### src/rtl/evm_pkg.sv
// Shared definitions for the EVM button front end: edge-mode encodings and
// the per-channel edge qualification helper.
package evm_pkg;

  localparam logic [1:0] EDGE_RISE = 2'b00;
  localparam logic [1:0] EDGE_FALL = 2'b01;
  localparam logic [1:0] EDGE_BOTH = 2'b10;
  localparam logic [1:0] EDGE_OFF  = 2'b11;

  // Decide whether an accepted raw transition counts as an event in this mode.
  function automatic logic edge_qualify(input logic [1:0] mode_i,
                                        input logic       rise_i,
                                        input logic       fall_i);
    case (mode_i)
      EDGE_RISE: return rise_i;
      EDGE_FALL: return fall_i;
      EDGE_BOTH: return rise_i | fall_i;
      default:   return 1'b0;
    endcase
  endfunction

endpackage

### src/rtl/debounce_ch.sv
// One input channel: two-flop synchroniser, debounce counter and the accepted
// stable level. rise_o/fall_o strobe combinationally in the cycle whose clock
// edge commits a new stable value, so the caller can register them alongside it.
module debounce_ch #(
  parameter int DEBOUNCE_CYCLES = 16
) (
  input  logic clk,
  input  logic rst_n,
  input  logic in_i,
  output logic stable_o,
  output logic rise_o,
  output logic fall_o
);

  localparam int CNT_W = $clog2(DEBOUNCE_CYCLES + 1);
  localparam logic [CNT_W-1:0] CNT_LAST = CNT_W'(DEBOUNCE_CYCLES - 1);

  logic             s1_q, s2_q;
  logic             stable_q, stable_d;
  logic [CNT_W-1:0] cnt_q, cnt_d;
  logic             accept;

  // Count consecutive cycles the synchronised input disagrees with the stable
  // level; any agreement restarts the count, the last count commits the change.
  always_comb begin
    stable_d = stable_q;
    cnt_d    = '0;
    accept   = (s2_q != stable_q) && (cnt_q == CNT_LAST);
    if (s2_q != stable_q) begin
      if (accept) begin
        stable_d = s2_q;
      end else begin
        cnt_d = cnt_q + CNT_W'(1);
      end
    end
  end

  // Synchroniser, counter and stable level; reset discards any pending change.
  always_ff @(posedge clk or negedge rst_n) begin
    if (!rst_n) begin
      s1_q     <= 1'b0;
      s2_q     <= 1'b0;
      stable_q <= 1'b0;
      cnt_q    <= '0;
    end else begin
      s1_q     <= in_i;
      s2_q     <= s1_q;
      stable_q <= stable_d;
      cnt_q    <= cnt_d;
    end
  end

  assign stable_o = stable_q;
  assign rise_o   = accept & s2_q;
  assign fall_o   = accept & ~s2_q;

endmodule

### src/rtl/multi_edge_detector.sv
// Multi-channel debounced edge detector with lowest-index event reporting.
// Build option EDGE_CONFLICT_GUARD_EN: when defined, a cycle in which more than
// one channel raises a qualified edge emits no pulses and flags conflict
// instead (one vote per press); when undefined, conflict is tied low.
module multi_edge_detector
  import evm_pkg::*;
#(
  parameter int N_CH            = 4,
  parameter int DEBOUNCE_CYCLES = 16,
  parameter int ID_W            = (N_CH > 1) ? $clog2(N_CH) : 1
) (
  input  logic            clk,
  input  logic            reset,
  input  logic [N_CH-1:0] in,
  input  logic [1:0]      mode,
  output logic [N_CH-1:0] level,
  output logic [N_CH-1:0] pulse,
  output logic            evt_valid,
  output logic [ID_W-1:0] evt_id,
  output logic            conflict
);

  logic [N_CH-1:0] rise, fall, qual;
  logic [N_CH-1:0] pulse_q, pulse_d;

  for (genvar g = 0; g < N_CH; g++) begin : g_ch
    debounce_ch #(
      .DEBOUNCE_CYCLES(DEBOUNCE_CYCLES)
    ) u_ch (
      .clk     (clk),
      .rst_n   (reset),
      .in_i    (in[g]),
      .stable_o(level[g]),
      .rise_o  (rise[g]),
      .fall_o  (fall[g])
    );
  end

  // Keep only the transitions the current mode asks for.
  always_comb begin
    qual = '0;
    for (int i = 0; i < N_CH; i++) begin
      qual[i] = edge_qualify(mode, rise[i], fall[i]);
    end
  end

`ifdef EDGE_CONFLICT_GUARD_EN
  logic conflict_q, conflict_d;
  logic multi;

  // Suppress every pulse when two or more channels fire together.
  always_comb begin
    multi      = (qual & (qual - N_CH'(1))) != '0;
    pulse_d    = multi ? '0 : qual;
    conflict_d = multi;
  end

  // Conflict flag is registered so it lines up with the suppressed pulse slot.
  always_ff @(posedge clk or negedge reset) begin
    if (!reset) begin
      conflict_q <= 1'b0;
    end else begin
      conflict_q <= conflict_d;
    end
  end

  assign conflict = conflict_q;
`else
  assign pulse_d  = qual;
  assign conflict = 1'b0;
`endif

  // Pulse register: one cycle per accepted qualified transition.
  always_ff @(posedge clk or negedge reset) begin
    if (!reset) begin
      pulse_q <= '0;
    end else begin
      pulse_q <= pulse_d;
    end
  end

  // Priority encoder over the registered pulses: lowest index wins.
  always_comb begin
    evt_id = '0;
    for (int i = N_CH - 1; i >= 0; i--) begin
      if (pulse_q[i]) evt_id = ID_W'(i);
    end
  end

  assign pulse     = pulse_q;
  assign evt_valid = |pulse_q;

endmodule

### config.mk
export PLATFORM = sky130hd
export DESIGN_NAME = multi_edge_detector
export DESIGN_NICKNAME = d
export VERILOG_FILES = /design/src/rtl/evm_pkg.sv /design/src/rtl/debounce_ch.sv /design/src/rtl/multi_edge_detector.sv
export SDC_FILE = /design/constraint.sdc
export NUM_CORES = 1
export LEC_CHECK = 0
export BUFFER_PORTS_ARGS = -buffer_cell sky130_fd_sc_hd__clkbuf_2
export CORE_MARGIN = 2
export CORE_UTILIZATION = 55
export CTS_BUF_LIST = sky130_fd_sc_hd__clkbuf_16
export CTS_CLUSTER_DIAMETER = 120
export DETAILED_ROUTE_END_ITERATION = 16
export PLACE_DENSITY = 0.77
export SLEW_MARGIN = 25
export SYNTH_ARGS = -nofsm -noshare
export SYNTH_HDL_FRONTEND = slang
export SYNTH_SLANG_ARGS = --single-unit
### constraint.sdc
create_clock -name clk -period 1.55 [get_ports clk]
set_input_delay 0.0775 -clock clk [delete_from_list [all_inputs] [get_ports clk]]
set_output_delay 0.0775 -clock clk [all_outputs]
set_load 0.01 [all_outputs]
* Word level (Yosys, flattened, before mapping)
Cells that the tools add are included.
** Storage, ports and cells
- Logic and storage cells :: 73
- Memories :: 0
- Latch bits :: 0
- Register bits :: 36
- Output and inout bits :: 12
- Bits in read-only memories :: 0
- RAM bits :: 0
** Cells by class
- Muxes and demuxes :: 16
- Magnitude comparators :: 0
- Bitwise gates (word level) :: 16
- Add/subtract/negate cells :: 4
- Reduce and logical (&&, ||, !) cells :: 10
- Equality and inequality tests :: 10
- Divide/modulo/power cells :: 0
- Multiply operators :: 0
- Shifts and indexed selects :: 0
** Operators by type and width (number)
- 2-to-1 mux 5 bit :: 8
- adder 5 x 1 -> 5 bit (second input constant) :: 4
- == test 5 x 4 -> 1 bit (second input constant) :: 4
- case mux 1 bit (3 select lines) :: 4
- bitwise AND 1 bit :: 8
- 2-to-1 mux 2 bit :: 4
- AND reduction 2 bit :: 4
- logical AND 1 bit :: 4
- != test 1 bit :: 4
- NOT 1 bit :: 4
- OR 1 bit :: 4
- OR reduction 4 bit :: 1
- == test 2 x 1 -> 1 bit (second input constant) :: 1
- == test 2 bit (second input constant) :: 1
- logical NOT 2 bit :: 1

* Depth between registers and ports, before layout
- Depth after elaboration :: 5
- Depth in mapped cells :: 4

* By module
A second synthesis with hierarchy kept.
** Unflattened totals
- Cells, all modules :: 118
- Area total of the unflattened synthesis :: 1507.7 um^2
** By module, submodules not included
- debounce_ch :: area an instance 324.1 um^2, sequential area each 200.2 um^2, instances 4, cells each 24
- multi_edge_detector :: area an instance 211.5 um^2, sequential area each 100.1 um^2, instances 1, cells each 22

* Worst setup path before layout
No wires, ideal clock.
- Path kind :: reg-to-reg
- From :: register g_ch[3].u_ch.cnt_q[0]
- To :: register g_ch[3].u_ch.stable_q
- Setup slack :: 0.357 ns
- Stages on the path, launching flop included :: 5
- Library setup time :: 0.125 ns
- Buffers on the path :: 0
- Data required time :: 1.425 ns
- Arrival time :: 1.069 ns
- Cells stage by stage :: dfrtp_1 ha_1 nand3_1 nor2_1 mux2_2
** Between the ends
- Longest elaborated chain between the ends :: 3
** Ends and longest elaborated chain
- start: declaration :: line debounce_ch.sv:20 : logic [CNT_W-1:0] cnt_q, cnt_d;
- start signal: assignment :: line debounce_ch.sv:49 : cnt_q <= cnt_d;
- == test 5 x 4 -> 1 bit :: line debounce_ch.sv:28 : accept = (s2_q != stable_q) && (cnt_q == CNT_LAST);
- logical AND 1 bit :: line debounce_ch.sv:28
- AND reduction 2 bit (no line)
- end signal: assignment :: line debounce_ch.sv:48 : stable_q <= stable_d;
- end: declaration :: line debounce_ch.sv:19 : logic stable_q, stable_d;
No other way between the ends.
A chain may end at the register's enable or synchronous reset.

* Worst setup path in the final report
Same ends and word-level chain as after synthesis.

==> summary by stage <==
Layout
Counting the fill cells in the layout gives 164. The area of the multi-input gates is 513.0 um^2. The final standard cell utilization of the core is 0.7032. Across the whole layout, storage elements account for 900.9 um^2.

The fraction of final layout cells sized beyond drive strength 1 is 0.1842. Compared with the post-synthesis result, the final layout area differs by 19.27%. In the final design database the tool counted 163 nets. The number of diodes added for antenna fixing is 0. The cell area after layout is 1758 um^2.

GRT
The via count of the first global-routing pass came to 901. The number of antenna violations at the first check in global routing is 0. The global-route congestion overflow total is 0.

Entering global routing, the biggest net connects 37 pins. The overall fraction of global-route tracks in use is 0.1653. The wire length of the first global-routing pass is 3857 um.

Worst setup path
The end of the worst register-to-register path is g_ch[3].u_ch.stable_o. The worst register-to-register path begins at g_ch[3].u_ch.cnt_q[0]. The setup check on the worst reg-to-reg path leaves a slack of 0.28 ns.

The worst setup path is captured at a flop. In this run the worst path has a maximum fanout of 3. By startpoint and endpoint, the worst setup path is classified as reg2reg.

Among all stages on the critical path, the largest delay is contributed by dfrtp_1. The worst setup path is launched from a flop. Data on the critical path arrives at its endpoint at 1.43 ns.

The delay of the slowest critical-path stage is 0.36 ns. Walking the worst path, the cells encountered are ha_1, nand3_1, nor2_1, mux2_2. The data required time at the worst endpoint is 1.71 ns. The number of buffers and inverters on the critical path is 0. The cell count of the worst reg-to-reg path is 4.

The family with the most delay on the worst path is flip-flops.

Logic synthesis
The synthesized area is 1474 um^2. After synthesis, the cell types taking the most area are dfrtp_1, xor2_1, nor2_1, ha_1, nand3_1. For this run, the register share of the synthesized area comes to 0.6112. The synthesized net count is 137. Of the post-synthesis cell area, the dominant cell type holds 0.6112. The cell taking the most area after synthesis is dfrtp_1.

The total of flip-flops plus latches after synthesis is 36. The Yosys step of the flow raised 0 warnings. The average instance in the mapped netlist occupies 11.79 um^2. The cell count after synthesis came out at 125.

Counting distinct cell types in the post-synthesis netlist gives 23.

Floorplanning
The I/O pin count is 20. The core area is 2500 um^2. The floorplan step defined a die boundary enclosing 3110 um^2.

The die boundary width is 55.77 um. In this run the vertical extent of the chip is 55.77 um. The initial core utilization is 0.5896. The site row count is 18.

Timing
The final setup violation count is 0. The number of failing hold endpoints at the final stage is 0. Subtracting the final worst setup slack from the clock period gives 1.273 ns. After routing, the total negative slack on setup checks comes to 0 ns. Timing would allow up to 785.5 MHz. The clock arrives with 0.003381 ns of skew.

Hold timing on the final database bottoms out at a slack of 0.2042 ns. Of the available clock period, the critical path in the final layout requires 0.8213. The max-slew violation count was 0. Setup repair after global routing left no endpoint under its margin.

Clock network
The clock insertion delay at the later pin of the skew report is 0.27 ns. The number of buffers on the longest clock path is 2. Clock tree synthesis selected as its root buffer the cell clkbuf_16.

Gates resized during post-CTS repair numbered 0. The clock-pin slew on the worst setup and hold paths is 0.05 ns. TritonCTS created 5 clock buffers. TritonCTS built the clock tree. The H-tree depth reported by CTS is 2.

The number of sinks driven by the clock tree is 36.

Hold path
The worst min-delay path class is in2reg. The worst hold path passes through 3 cells. For hold timing, the worst endpoint is pulse[3]. The startpoint identified for the worst hold timing path is mode[1].

Pwr
The leakage power of the design is 0.9202 nW. The power density over the cells is 1154 nW/um^2. Across the VDD grid, the largest voltage drop is 0.9720 mV.

Routing
The count of nets left with antenna violations after detail routing is 0. The wire length reported by the detailed router is 2341 um. The number of DRC markers in iteration 0 is 28. The remaining design rule violation count is 0. The first detailed-routing pass took 4 iterations.

In the final routed layout, each cell accounts on average for 12.86 um. The ratio of routed vias to standard cells is 5.335. The routed layout has 971 vias.

Job
The number of max-capacitance violations reported is 0.

Status
The flow ran to the end, and the final reports show no timing, DRC or antenna violations.

Placed design
In this run the cell area measured after placement is 1572 um^2. The port buffer count is 18. The global placer's final weighted congestion is 0.6881.

The HPWL after detailed placement is 1629 um.
power by group:
part | total [mW] | switching [mW] | internal, mW
combinational | 0.107 | 0.0588 | 0.0481
sequential | 1.00 | 0.0256 | 0.977
clock | 0.918 | 0.342 | 0.577
sequential cells by signal (all words and copies together), names as in the netlist:
signal / count
pulse: 4
g_ch.u_ch.s2_q: 4
g_ch.u_ch.s1_q: 4
g_ch.u_ch.stable_o: 4
g_ch.u_ch.cnt_q: 20
final cells by class:
cell class,instances,share of cell area
Multi-Input combinational cell,78,0.2918
Sequential cell,36,0.5125
Tap cell,30,0.02135
Timing Repair Buffer,24,0.08399
Clock inverter,3,0.006406
Inverter,6,0.01281
Clock buffer,5,0.07117
layer usage:
layer / share of wire / GRT usage / vias up
li1: - / - / 468
met3: 0.056 / 0.08140 / 5
met4: 0.011 / 0.06969 / 0
met2: 0.51 / 0.2619 / 25
met5: 0 / 0 / -
met1: 0.43 / 0.1901 / 473
kinds of logic after synthesis:
group                      share of synthesized area
muxes                                       0.007640
DFF                                           0.6112
AOI/OAI and AO/OA                            0.06367
xor gates and xnor gates                     0.07725
and+or+nand+nor                               0.1630
buffers and inverters                        0.04075
other                                       0.002544
adders and majority gates                    0.03396
placed cells by master (no fill, tap or decap), drive strengths merged:
| cell type | Yosys | layout |
|---|---|---|
| a21oi | 2 | 2 |
| a31oi | 3 | 3 |
| and2 | 6 | 6 |
| and3 | 4 | 4 |
| buf | 5 | 1 |
| clkbuf | 0 | 23 |
| clkinv | 0 | 1 |
| conb | 1 | 1 |
| dfrtp | 36 | 36 |
| dlygate4sd3 | 0 | 5 |
| ha | 4 | 4 |
| inv | 6 | 8 |
| mux2 | 1 | 1 |
| nand2 | 1 | 1 |
| nand2b | 1 | 1 |
| nand3 | 8 | 8 |
| nand3b | 1 | 1 |
| nor2 | 14 | 14 |
| nor3 | 4 | 4 |
| nor3b | 3 | 3 |
| nor4bb | 1 | 1 |
| o21a | 1 | 1 |
| o21ai | 7 | 7 |
| o31ai | 3 | 3 |
| xor2 | 13 | 13 |
synthesized netlist by cell type (all sizes together):
library cell / n
nand3: 8
mux2: 1
dfrtp: 36
nand2b: 1
and2: 6
conb: 1
nand3b: 1
o31ai: 3
inv: 6
nor4bb: 1
nand2: 1
a31oi: 3
and3: 4
nor3b: 3
nor3: 4
o21a: 1
o21ai: 7
nor2: 14
buf: 5
xor2: 13
a21oi: 2
ha: 4
metrics by stage:
step / std cells / power (mW) / setup slack (ns)
after floorplan: 125 / 1.070 / 0.3566
after global placement: 169 / 1.109 / 0.3280
after detailed placement: 169 / 1.117 / 0.2891
after CTS: 182 / 2.053 / 0.2621
after global routing: 182 / 2.125 / 0.1869
final: 182 / 2.028 / 0.2770
worst max path at each step:
stage | endpoint | from | cells after the start | slack, ns
global route | g_ch[3].u_ch.stable_o | g_ch[3].u_ch.cnt_q[0] | 4 | 0.19
finish | g_ch[3].u_ch.stable_o | g_ch[3].u_ch.cnt_q[0] | 4 | 0.28
detailed placement | g_ch[3].u_ch.stable_o | g_ch[3].u_ch.cnt_q[0] | 4 | 0.29
global placement | g_ch[3].u_ch.stable_o | g_ch[3].u_ch.cnt_q[0] | 4 | 0.33
CTS | g_ch[3].u_ch.stable_o | g_ch[3].u_ch.cnt_q[0] | 4 | 0.26
floorplan | g_ch[3].u_ch.stable_o | g_ch[3].u_ch.cnt_q[0] | 4 | 0.36
repair_timing:
item                      4_1_cts  5_1_grt
hold buffers                    5        0
hold endpoints to repair       40        0
buffers inserted                0        0
worst register-to-register path, stage by stage (launching register included):
cell	delay [ns]
dfrtp_1	0.36
ha_1	0.19
nand3_1	0.11
nor2_1	0.16
mux2_2	0.35
Power figures use the tool's default switching activity.
